===== src/rtl/z3_dma_burst_master.sv =====
// Zorro III DMA master cycle sequencer: buffer enables, FCS, DOE and DS strobes.
// Optional multi-beat (MTCR) bursts are built when Z3_DMA_BURST_EN is defined.
module z3_dma_burst_master #(
    parameter int BURST_MAX      = 4,
    parameter int TIMEOUT_CYCLES = 64,
    parameter int DS_SETUP       = 1
) (
    input  logic                           bclk,
    input  logic                           IORST,
    input  logic                           mybus,
    input  logic                           req,
    input  logic                           read,
    input  logic [1:0]                     addrl,
    input  logic [1:0]                     siz,
    input  logic [$clog2(BURST_MAX+1)-1:0] beats,
    input  logic                           fcs_in_n,
    input  logic                           dtack_n,
    input  logic                           slave_n,
    output logic                           aboel,
    output logic                           aboeh,
    output logic                           efcs,
    output logic                           doe,
    output logic [3:0]                     ds_n,
    output logic                           mtcr,
    output logic                           beat_ack,
    output logic                           done,
    output logic                           err
);

    localparam int BW      = $clog2(BURST_MAX + 1);
    localparam int CNT_MAX = (TIMEOUT_CYCLES > DS_SETUP) ? TIMEOUT_CYCLES : DS_SETUP;
    localparam int CW      = $clog2(CNT_MAX + 1);
    localparam logic [CW-1:0] T_LAST = CW'(TIMEOUT_CYCLES - 1);
    localparam logic [CW-1:0] S_LAST = CW'(DS_SETUP - 1);

    typedef enum logic [2:0] {
        IDLE, ARB, ADDR, FCS, DOE, DATA, BEAT, TERM
    } state_t;

    state_t      state, state_nx;
    logic [CW-1:0] cnt;
    logic        keep;
    logic        busfree, busfree_q;
    logic        more;
    logic        ok_go, to_go;
    logic        ok_pend, err_pend;
    logic        rd_q;
    logic [1:0]  addrl_q, siz_q;
    logic [3:0]  lane_n;
    logic [2:0]  sz_bytes, last;

    assign aboel   = mybus & ~IORST;
    assign keep    = mybus & req;
    assign busfree = fcs_in_n & dtack_n & slave_n & (ds_n == 4'b1111);

`ifdef Z3_DMA_BURST_EN
    localparam logic [BW-1:0] BMAX = BW'(BURST_MAX);
    logic [BW-1:0] left;
    logic          mtcr_q;

    // Beats remaining in this tenure and the MTCR toggle per extra beat
    always_ff @(posedge bclk) begin
        if (IORST) begin
            left   <= '0;
            mtcr_q <= 1'b0;
        end else if (state == IDLE && keep) begin
            if (beats == '0)
                left <= BW'(1);
            else if (beats > BMAX)
                left <= BMAX;
            else
                left <= beats;
        end else if (state == BEAT && state_nx == DOE) begin
            left   <= left - BW'(1);
            mtcr_q <= ~mtcr_q;
        end
    end

    assign more = (left > BW'(1));
    assign mtcr = mtcr_q;
`else
    logic unused_beats;
    assign unused_beats = ^beats;
    assign more = 1'b0;
    assign mtcr = 1'b0;
`endif

    // State register
    always_ff @(posedge bclk) begin
        if (IORST)
            state <= IDLE;
        else
            state <= state_nx;
    end

    // Next state and strobe decode; ARB needs the bus free on two
    // consecutive samples so a one-cycle gap between cycles is not taken
    always_comb begin
        state_nx = state;
        ok_go    = 1'b0;
        to_go    = 1'b0;
        unique case (state)
            IDLE: if (keep) state_nx = ARB;
            ARB: begin
                if (!keep)
                    state_nx = IDLE;
                else if (busfree && busfree_q)
                    state_nx = ADDR;
            end
            ADDR: state_nx = keep ? FCS : TERM;
            FCS:  state_nx = keep ? DOE : TERM;
            DOE: begin
                if (!keep)
                    state_nx = TERM;
                else if (cnt == S_LAST)
                    state_nx = DATA;
            end
            DATA: begin
                if (!keep) begin
                    state_nx = TERM;
                end else if (!dtack_n) begin
                    state_nx = BEAT;
                end else if (cnt == T_LAST) begin
                    state_nx = TERM;
                    to_go    = 1'b1;
                end
            end
            BEAT: begin
                if (!keep) begin
                    state_nx = TERM;
                end else if (more) begin
                    state_nx = DOE;
                end else begin
                    state_nx = TERM;
                    ok_go    = 1'b1;
                end
            end
            TERM:    state_nx = IDLE;
            default: state_nx = IDLE;
        endcase

        aboeh    = state inside {ADDR, FCS, DOE, DATA, BEAT};
        efcs     = state inside {FCS, DOE, DATA, BEAT};
        doe      = state inside {DOE, DATA, BEAT};
        ds_n     = (state == DATA) ? lane_n : 4'b1111;
        beat_ack = (state == BEAT);
        done     = (state == TERM) && ok_pend;
        err      = (state == TERM) && err_pend;
    end

    // Byte-lane mask; lane for byte address a sits on ds_n[3-a]
    always_comb begin
        unique case (siz_q)
            2'b00:   sz_bytes = 3'd4;
            2'b01:   sz_bytes = 3'd1;
            2'b10:   sz_bytes = 3'd2;
            default: sz_bytes = 3'd3;
        endcase
        last   = {1'b0, addrl_q} + sz_bytes - 3'd1;
        lane_n = 4'b1111;
        for (int i = 0; i < 4; i++) begin
            if (3'(i) >= {1'b0, addrl_q} && 3'(i) <= last)
                lane_n[3-i] = 1'b0;
        end
        if (rd_q)
            lane_n = 4'b0000;
    end

    // Phase counter, bus-free history, beat attributes and end cause
    always_ff @(posedge bclk) begin
        if (IORST) begin
            cnt       <= '0;
            busfree_q <= 1'b0;
            rd_q      <= 1'b0;
            addrl_q   <= 2'b00;
            siz_q     <= 2'b00;
            ok_pend   <= 1'b0;
            err_pend  <= 1'b0;
        end else begin
            busfree_q <= busfree;
            if (state_nx != state)
                cnt <= '0;
            else if (state == DOE || state == DATA)
                cnt <= cnt + CW'(1);
            if (state_nx == DOE && state != DOE) begin
                rd_q    <= read;
                addrl_q <= addrl;
                siz_q   <= siz;
            end
            if (state_nx == TERM && state != TERM) begin
                ok_pend  <= ok_go;
                err_pend <= to_go;
            end
        end
    end

endmodule


===== config.mk =====
export PLATFORM = sky130hd
export DESIGN_NAME = z3_dma_burst_master
export DESIGN_NICKNAME = d
export VERILOG_FILES = /design/src/rtl/z3_dma_burst_master.sv
export SDC_FILE = /design/constraint.sdc
export NUM_CORES = 1
export LEC_CHECK = 0
export BUFFER_PORTS_ARGS = -buffer_cell sky130_fd_sc_hd__buf_2
export CAP_MARGIN = 20
export CORE_MARGIN = 5
export CORE_UTILIZATION = 57
export DETAILED_ROUTE_END_ITERATION = 10
export PLACE_DENSITY = 0.83
export SLEW_MARGIN = 10
export SYNTH_ARGS = -nofsm -noshare
export SYNTH_HDL_FRONTEND = slang
export SYNTH_SLANG_ARGS = --single-unit

===== constraint.sdc =====
create_clock -name bclk -period 2.65 [get_ports bclk]
set_input_delay 0.265 -clock bclk [delete_from_list [all_inputs] [get_ports bclk]]
set_output_delay 0.265 -clock bclk [all_outputs]
set_load 0.05 [all_outputs]

==> metrics, run 1 <==
final setup margin 0.1346 ns; initial antenna violation count 0; clock share of power 27.5%; diode count 0; Async SR Flop Fraction 0%; final setup fails 0; Critical Path Sink Type output port; synthesized area 1255 um^2; max frequency 0.3976 GHz; Final Wtd Congestion 0.8807; Peak VDD IR 0.0003592 V; Slew @ Worst Pin 0.6969 ns; fill count 183; detailed placement HPWL 2.195 mm; run status finished, final reports clean; Vias/cell 5.940; syn avg cell area 8.096 um^2; largest net degree at the start of global routing 21; first-pass GRT wire length 5.106 mm; Buffers on Ports 22; Post-synth EDFFs 0; Post-Layout Inst Area 1391 um^2; nets 194; Comb pwr share 25.6%; most common cell after layout, fill and taps aside buf_2; Lkg Pwr 0.5520 nW; commonest non-fill, non-tap cells in the layout buf_2 (19), dfxtp_1 (18), nor2_1 (17); Clk pin slew, worst setup/hold paths 0.11 ns; Post-CTS Setup Inserts 0; Worst-Skew Late Latency 0.30 ns; post-cts resize count 0; die height 56.92 um; MaxCap Viol Count 0; CTS buffer count 3; H-tree depth 1; Post-Syn Instances 155; Global Route Usage Sum 19.33%; CP Class reg -> out; Starting Density 58.42%; sequential standard cell area 360.3 um^2; PD cells 461.4 nW/um^2; Reg2Reg Setup Slack 0.70 ns; crit path DAT 2.25 ns; area of the core 2148 um^2; endpoints failing hold 0; crit-path max FO 6; Final Skew 0.0009656 ns; DR vias 1,194; fraction of layout cells with a size suffix above 1 22.54%; DRC 0; number of distinct library cells after synthesis 50; Slew Viols, Final 0; WL final 2.880 mm; startpoint types register; switching power 0.2248 mW; Detailed Routing Iterations Pass 1 4; share of the core filled with cells 64.76%; CTS tree built; Synth Warn # 0; ANT nets after route 0; WP data required 2.38 ns; wire per inst 14.33 um; Post-CTS Hold Buffers 0; Internal 0.4172 mW; Tightest Hold Check Type in -> reg; dominant synthesized flop cell dfxtp_1; DR iter-0 viols 33; Tmin final 2.515 ns; relative slew slack 53.47%; maximum clock path buffer count 2; sw frac 35.02%; row cnt 17; vias in the first global route 1,170; clock sinks 18; Place WS 0.3927 ns; DIE WIDTH 56.92 um; Post-Syn Nets 175; synthesized flop and latch total 18; Reg power frac 46.9%; Die Area 3240 um^2; area of the multi-input gates 797.0 um^2; grt ovf 0; worst hold margin 0.1975 ns; I/O Pins 27; Tcrit/Tclk final 94.92%; final setup TNS 0 ns; placed inst area 1340 um^2; CTS root buffer clkbuf_4; sequential area share after synthesis 28.71%; synthesis-to-layout area growth 10.87%
[per-stage QoR]
| stage | cells | total power [mW] |
|---|---|---|
| final | 201 | 0.6420 |
| after global routing | 201 | 0.6723 |
| after CTS | 201 | 0.6423 |
| after detailed placement | 197 | 0.4695 |
| after global placement | 197 | 0.4634 |
| after floorplan | 155 | 0.4390 |
[kinds of logic (layout without fill, tap and decap cells)]
group | count (synthesis) | after routing | share of synthesized area (%)
buffers and inverters | 20 | 38 | 8.374
adder cells (fa/ha/maj) | 5 | 5 | 4.985
other | 1 | 1 | 0.2988
AND/OR/NAND/NOR | 60 | 60 | 27.12
flip-flops | 18 | 18 | 28.71
multiplexers | 5 | 5 | 3.988
XOR/XNOR | 9 | 9 | 6.281
AO/OA/AOI/OAI | 37 | 37 | 20.24
[critical path, cell delays in order (launching register included)]
cell      delay (ns)
dfxtp_1         0.45
inv_1           0.08
ha_1            0.28
inv_1           0.04
ha_1            0.19
xor2_1          0.16
xnor2_2         0.25
a31oi_1         0.12
o21ai_1         0.13
clkbuf_4        0.24
[layer usage]
layer	vias to the layer above	track usage (%)	part of all wire, %	wire, um
li1	590	-	-	-
met1	555	22.79	41	1169
met2	44	33.93	51	1473
met5	-	0	0	0
met3	5	3.678	6.8	196
met4	0	7.947	1.4	41
[cell usage after synthesis (all sizes together), types with 2 or more instances]
cell type  instances  area, um^2
a21oi             10       50.05
nand2b             2       12.51
nor3               2       15.01
nor2              17       63.81
nor2b              3       21.27
nand2              7       36.29
xnor2              4       35.03
nand3              3       15.01
inv               12       45.04
a211oi             5       42.54
nand4              4       25.02
nor4               8       50.05
dfxtp             18       360.4
buf                5       38.78
a31oi              2       12.51
mux2i              5       50.05
o21ai              9       48.80
xor2               5       43.79
ha                 5       62.56
and2               4       25.02
and3               4       26.28
clkbuf             3       21.27
[registers in the layout (all words and copies together), names as in the netlist]
signal	flops
addrl_q	2
err_pend	1
cnt	7
ok_pend	1
busfree_q	1
state	3
siz_q	2
rd_q	1
[area by class of cell]
class / count / area share [%]
repair buffers: 22 / 8.453
well taps: 28 / 2.518
multi-input cells: 117 / 57.28
clock buffers: 4 / 2.608
inverters: 12 / 3.237
flip-flops and latches: 18 / 25.90
[power by group through the flow]
stage / clock network, mW / registers, mW / logic (mW)
floorplan: 0 / 0.288 / 0.151
global placement: 0 / 0.306 / 0.158
detailed placement: 0 / 0.307 / 0.162
CTS: 0.179 / 0.301 / 0.163
global route: 0.189 / 0.305 / 0.178
finish: 0.176 / 0.301 / 0.164
[worst paths after layout]
path / startpoint / endpoint / cells past startpoint
worst max register to register: addrl_q[1]$_SDFFE_PP0P_ / busfree_q$_SDFF_PP0_ / 8
worst max-delay path: addrl_q[1]$_SDFFE_PP0P_ / ds_n[2] / 9
worst min register to register: err_pend$_SDFFE_PP0P_ / err_pend$_SDFFE_PP0P_ / 2
worst min-delay path: siz[1] / siz_q[1]$_SDFFE_PP0P_ / 3
(Power assumes the default switching activity.)
==> inputs of run 2 (changes only) <==
--- a/config.mk
+++ b/config.mk
@@ -5,9 +5,10 @@
 export SDC_FILE = /design/constraint.sdc
 export NUM_CORES = 1
 export LEC_CHECK = 0
+export ABC_CLOCK_PERIOD_IN_PS = 2650
 export BUFFER_PORTS_ARGS = -buffer_cell sky130_fd_sc_hd__buf_2
 export CAP_MARGIN = 20
-export CORE_MARGIN = 5
+export CORE_MARGIN = 3
 export CORE_UTILIZATION = 57
 export DETAILED_ROUTE_END_ITERATION = 10
 export PLACE_DENSITY = 0.83
==> metrics, run 2 (synthesized netlist as in run 1, its figures left out) <==
Critical-path top delay cell dfxtp_2 (was dfxtp_1); ANT nets after route 0 (unchanged); PD cells 437.7 nW/um^2 (was 461.4 nW/um^2); initial antenna violation count 0 (unchanged); die height 52.92 um (was 56.92 um); largest registers cnt x7, state x3 (unchanged); most common cell after layout, fill and taps aside buf_2 (unchanged); clock sinks 18 (unchanged); MaxCap Viol Count 0 (unchanged); maximum clock path buffer count 2 (unchanged); relative slew slack 54.94% (was 53.47%); CTS buffer count 3 (unchanged); crit-path max FO 6 (unchanged); vias in the first global route 1,042 (was 1,170); CP max stage delay 0.39 ns (was 0.45 ns); Lkg Pwr 0.5433 nW (was 0.5520 nW); Vias/cell 5.925 (was 5.940); Tmin final 2.451 ns (was 2.515 ns); grt ovf 0 (unchanged); Detailed Routing Iterations Pass 1 4 (unchanged); RSZ-0062 raised after global routing no; CTS tree built (unchanged); Slew Viols, Final 0 (unchanged); fraction of layout cells with a size suffix above 1 22.67% (was 22.54%); run status finished, final reports clean (unchanged); largest net degree at the start of global routing 21 (unchanged); Buffers on Ports 22 (unchanged); commonest non-fill, non-tap cells in the layout buf_2 (20), nor2_1 (17), dfxtp_1 (17) (was buf_2 (19), dfxtp_1 (18), nor2_1 (17)); I/O Pins 27 (unchanged); wire per inst 13.54 um (was 14.33 um); CP Class reg -> out (unchanged); max reg flops 7 (unchanged); crit path DAT 2.19 ns (was 2.25 ns); Die Area 2801 um^2 (was 3240 um^2); Final Skew 0.0004663 ns (was 0.0009656 ns); Peak VDD IR 0.0002647 V (was 0.0003592 V); diode count 0 (unchanged); CTS root buffer clkbuf_4 (unchanged); Worst-Skew Late Latency 0.29 ns (was 0.30 ns); share of the core filled with cells 68.01% (was 64.76%); detailed placement HPWL 1.954 mm (was 2.195 mm); Starting Density 62.07% (was 58.42%); nets 194 (unchanged); final setup fails 0 (unchanged); Post-CTS Setup Inserts 0 (unchanged); Global Route Usage Sum 21.05% (was 19.33%); DR iter-0 viols 47 (was 33); DRC 0 (unchanged); row cnt 16 (was 17); Tcrit/Tclk final 92.50% (was 94.92%); Final Power 0.6018 mW (was 0.6420 mW); Tightest Hold Check Type in -> reg (unchanged); critical path cell sequence inv_1 -> ha_1 -> inv_1 -> ha_1 -> xor2_1 -> xnor2_2 -> a22oi_1 -> o21ai_1 -> buf_2 (was inv_1 -> ha_1 -> inv_1 -> ha_1 -> xor2_1 -> xnor2_2 -> a31oi_1 -> o21ai_1 -> clkbuf_4); WP data required 2.38 ns (about the same); WL final 2.694 mm (was 2.880 mm); Top reg by flops cnt (unchanged); area of the core 2022 um^2 (was 2148 um^2); DR vias 1,179 (was 1,194); max frequency 0.4080 GHz (was 0.3976 GHz); CP top delay family adder cells (unchanged); placed cells 196 (was 197); Final Wtd Congestion 0.9185 (was 0.8807); Clk pin slew, worst setup/hold paths 0.10 ns (was 0.11 ns); Critical Path Sink Type output port (unchanged); non-filler cells, final 199 (was 201); startpoint types register (unchanged); Slew @ Worst Pin 0.6750 ns (was 0.6969 ns); final setup TNS 0 ns (unchanged); synthesis-to-layout area growth 9.571% (was 10.87%); endpoints failing hold 0 (unchanged); H-tree depth 1 (unchanged); critical path buffer and inverter count 3 (unchanged); worst hold margin 0.2033 ns (was 0.1975 ns); first-pass GRT wire length 4.457 mm (was 5.106 mm); DIE WIDTH 52.92 um (was 56.92 um)
==> run 2: cell types whose count changed in the layout (fill, tap and decap cells not counted), sizes merged <==
cell,before,now
clkbuf,7,5
buf,19,20
==> run 2: worst register-to-register path, cell delays in order, from the launching register on <==
cell,delay (ns)
dfxtp_1,0.77
nand2b_1,0.19
or4_1,0.52
xor2_1,0.16
nor4_1,0.14
==> run 2: area by class of cell <==
type | count | area [um^2]
multi-input combinational | 117 | 797.0
tap | 27 | 33.78
fill | 179 | 646.9
timing repair buffer | 22 | 115.1
sequential | 18 | 361.6
clock buffer | 3 | 22.52
inverter | 12 | 45.04
==> run 2: where the power goes <==
part	leakage, nW	switching, mW	internal (mW)
registers	0.146	0.0242	0.278
clock network	0.0138	0.0851	0.0529
logic	0.383	0.107	0.0553
==> run 2: metal layers <==
metal / vias up / wire length [um] / track usage, %
met4: 0 / 48 / 7.660
met3: 7 / 170 / 2.817
met2: 43 / 1186 / 33.06
met5: - / 0 / 0
li1: 591 / - / -
met1: 538 / 1289 / 29.14
==> run 2: final timing paths <==
| check | cells past startpoint | slack, ns | end | from |
|---|---|---|---|---|
| setup / recovery | 9 | 0.20 | ds_n[1] | addrl_q[1]$_SDFFE_PP0P_ |
| hold / removal | 3 | 0.20 | addrl_q[0]$_SDFFE_PP0P_ | addrl[0] |
| hold reg to reg | 2 | 0.53 | err_pend$_SDFFE_PP0P_ | err_pend$_SDFFE_PP0P_ |
| setup reg to reg | 4 | 0.78 | cnt[5]$_SDFFE_PP0P_ | state[2]$_SDFF_PP0_ |
==> run 2: timing repair <==
action / CTS / global route
hold buffers: 0 / 0
endpoints found under the setup margin: 0 / 3
resized for setup: 0 / 4
==> run 2: stage by stage <==
| stage | instance area, um^2 | setup slack (ns) |
|---|---|---|
| 2_1_floorplan | 1255 | 0.2268 |
| 3_3_place_gp | 1339 | 0.4680 |
| 3_5_place_dp | 1339 | 0.3663 |
| 4_1_cts | 1361 | 0.02393 |
| 5_1_grt | 1375 | 0.03919 |
| 6_report | 1375 | 0.1988 |
==> inputs of run 3 (changes only) <==
--- a/config.mk
+++ b/config.mk
@@ -11,7 +11,7 @@
 export CORE_MARGIN = 3
 export CORE_UTILIZATION = 57
 export DETAILED_ROUTE_END_ITERATION = 10
-export PLACE_DENSITY = 0.83
+export PLACE_DENSITY = 0.92
 export SLEW_MARGIN = 10
 export SYNTH_ARGS = -nofsm -noshare
 export SYNTH_HDL_FRONTEND = slang
==> metrics, run 3 (synthesized netlist as in run 1, its figures left out) <==
run status finished, final reports clean (unchanged); placed inst area 1339 um^2 (unchanged); MaxCap Viol Count 0 (unchanged); CTS root buffer clkbuf_4 (unchanged); vias in the first global route 1,046 (was 1,042); clock sinks 18 (unchanged); Worst R2R End busfree_q$_SDFF_PP0_ (was cnt[5]$_SDFFE_PP0P_); nets 194 (unchanged); final setup TNS 0 ns (unchanged); Reg2Reg Setup Slack 0.76 ns (was 0.78 ns); grt ovf 0 (unchanged); met2 Usage GRT 37.81% (was 33.06%); Die Area 2801 um^2 (unchanged); initial antenna violation count 0 (unchanged); Slew @ Worst Pin 0.6465 ns (was 0.6750 ns); commonest non-fill, non-tap cells in the layout buf_2 (21), nor2_1 (17), dfxtp_1 (17) (was buf_2 (20), nor2_1 (17), dfxtp_1 (17)); WP data required 2.38 ns (about the same); Vias/cell 6.150 (was 5.925); max frequency 0.4073 GHz (was 0.4080 GHz); Detailed Routing Iterations Pass 1 4 (unchanged); first-pass GRT wire length 4.830 mm (was 4.457 mm); area of the core 2022 um^2 (unchanged); min-delay src addrl[0] (unchanged); Tmin final 2.455 ns (was 2.451 ns); CTS buffer count 3 (unchanged); DR iter-0 viols 43 (was 47); H-tree depth 1 (unchanged); crit path DAT 2.19 ns (about the same); startpoint types register (unchanged); diode count 0 (unchanged); DR vias 1,230 (was 1,179); Critical-path top delay cell dfxtp_2 (unchanged); Clk pin slew, worst setup/hold paths 0.10 ns (about the same); DIE WIDTH 52.92 um (unchanged); Place WS 0.3840 ns (was 0.3663 ns); grt met1 use 30.56% (was 29.14%); Final Wtd Congestion 0.9016 (was 0.9185); synthesis-to-layout area growth 10.47% (was 9.571%); endpoints failing hold 0 (unchanged); RR Startpoint addrl_q[1]$_SDFFE_PP0P_ (was state[2]$_SDFF_PP0_); Critical Path Sink Type output port (unchanged); global routing's busiest layer met2 (unchanged); share of the core filled with cells 68.56% (was 68.01%); critical path cell sequence inv_1 -> ha_1 -> inv_1 -> ha_1 -> xor2_1 -> xnor2_2 -> a22oi_1 -> o21ai_1 -> buf_2 (unchanged); die height 52.92 um (unchanged); Top reg by flops cnt (unchanged); placed cells 196 (unchanged); largest net degree at the start of global routing 21 (unchanged); CTS tree built (unchanged); CP Class reg -> out (unchanged); Final Skew 0.003332 ns (was 0.0004663 ns); Post-CTS Setup Inserts 0 (unchanged); Buffers on Ports 22 (unchanged); maximum clock path buffer count 2 (unchanged); final setup margin 0.1947 ns (was 0.1988 ns); Worst-Skew Late Latency 0.29 ns (about the same); RSZ-0062 raised after global routing no (unchanged); I/O Pins 27 (unchanged); ANT nets after route 0 (unchanged); Slew Viols, Final 0 (unchanged); PD cells 457.7 nW/um^2 (was 437.7 nW/um^2); max reg flops 7 (unchanged); Post-Layout Inst Area 1386 um^2 (was 1375 um^2); wire per inst 14.40 um (was 13.54 um); CP max stage delay 0.40 ns (was 0.39 ns); fraction of layout cells with a size suffix above 1 23.12% (was 22.67%); most common cell after layout, fill and taps aside buf_2 (unchanged); M3 GR Usage 4.225% (was 2.817%); final setup fails 0 (unchanged); Peak VDD IR 0.0003339 V (was 0.0002647 V); Tcrit/Tclk final 92.65% (was 92.50%); Global Route Usage Sum 22.93% (was 21.05%); Hold Path Stages 3 (unchanged); Post-CTS Hold Buffers 0 (unchanged); detailed placement HPWL 2.154 mm (was 1.954 mm); crit-path max FO 6 (unchanged); WL final 2.879 mm (was 2.694 mm); non-filler cells, final 200 (was 199); row cnt 16 (unchanged); Lkg Pwr 0.5485 nW (was 0.5433 nW); destination of the worst hold path addrl_q[0]$_SDFFE_PP0P_ (unchanged); Tightest Hold Check Type in -> reg (unchanged); relative slew slack 56.84% (was 54.94%); DRC 0 (unchanged); Starting Density 62.07% (unchanged); R2R depth 8 (was 4); largest registers cnt x7, state x3 (unchanged)
run 3: metal layers:
metal  vias to the layer above  share of wire, %
met2                        57                50
met5                         -                 0
met1                       578                42
li1                        591                 -
met4                         0              0.80
met3                         4               7.4
run 3: worst max-delay path: cells and delay by family (launching register included):
family          cells  cell delay [ns]
fa+ha+maj           2             0.44
compound gates      2             0.24
buf+inv             3             0.41
flops               1             0.40
xor+xnor            2             0.42
run 3: final cells by class:
class                   instances  area [um^2]
multi-input cells             117        797.0
fillers                       162        635.6
flip-flops and latches         18        361.6
repair buffers                 22        112.6
inverters                      12        45.04
clock buffers                   4        36.28
well taps                      27        33.78
run 3: what timing repair did:
item,in CTS,in global routing
resized for setup,0,3
endpoints found under the setup margin,0,3
endpoints found under the hold margin,0,0
run 3: how the worst max path moves through the flow:
stage	from	end	slack, ns	cells after the start
6_report	addrl_q[1]$_SDFFE_PP0P_	ds_n[1]	0.19	9
5_1_grt	addrl_q[1]$_SDFFE_PP0P_	ds_n[0]	0.04	9
4_1_cts	addrl_q[1]$_SDFFE_PP0P_	ds_n[1]	0.03	9
3_5_place_dp	addrl_q[1]$_SDFFE_PP0P_	ds_n[1]	0.38	9
3_3_place_gp	addrl_q[1]$_SDFFE_PP0P_	ds_n[2]	0.48	9
2_1_floorplan	addrl_q[1]$_SDFFE_PP0P_	ds_n[2]	0.23	8
run 3: per-stage QoR:
step | power (mW) | hold slack, ns
final | 0.6345 | 0.2051
after global routing | 0.6647 | 0.2081
after CTS | 0.6367 | 0.2012
after detailed placement | 0.4697 | 0.5024
after global placement | 0.4619 | 0.4811
after floorplan | 0.4390 | 0.3435
run 3: where the power goes:
part	internal, mW	switching [mW]	leakage [nW]	total [mW]
Combinational	0.0550	0.109	0.381	0.164
Sequential	0.278	0.0245	0.146	0.302
Clock	0.0837	0.0841	0.0210	0.168
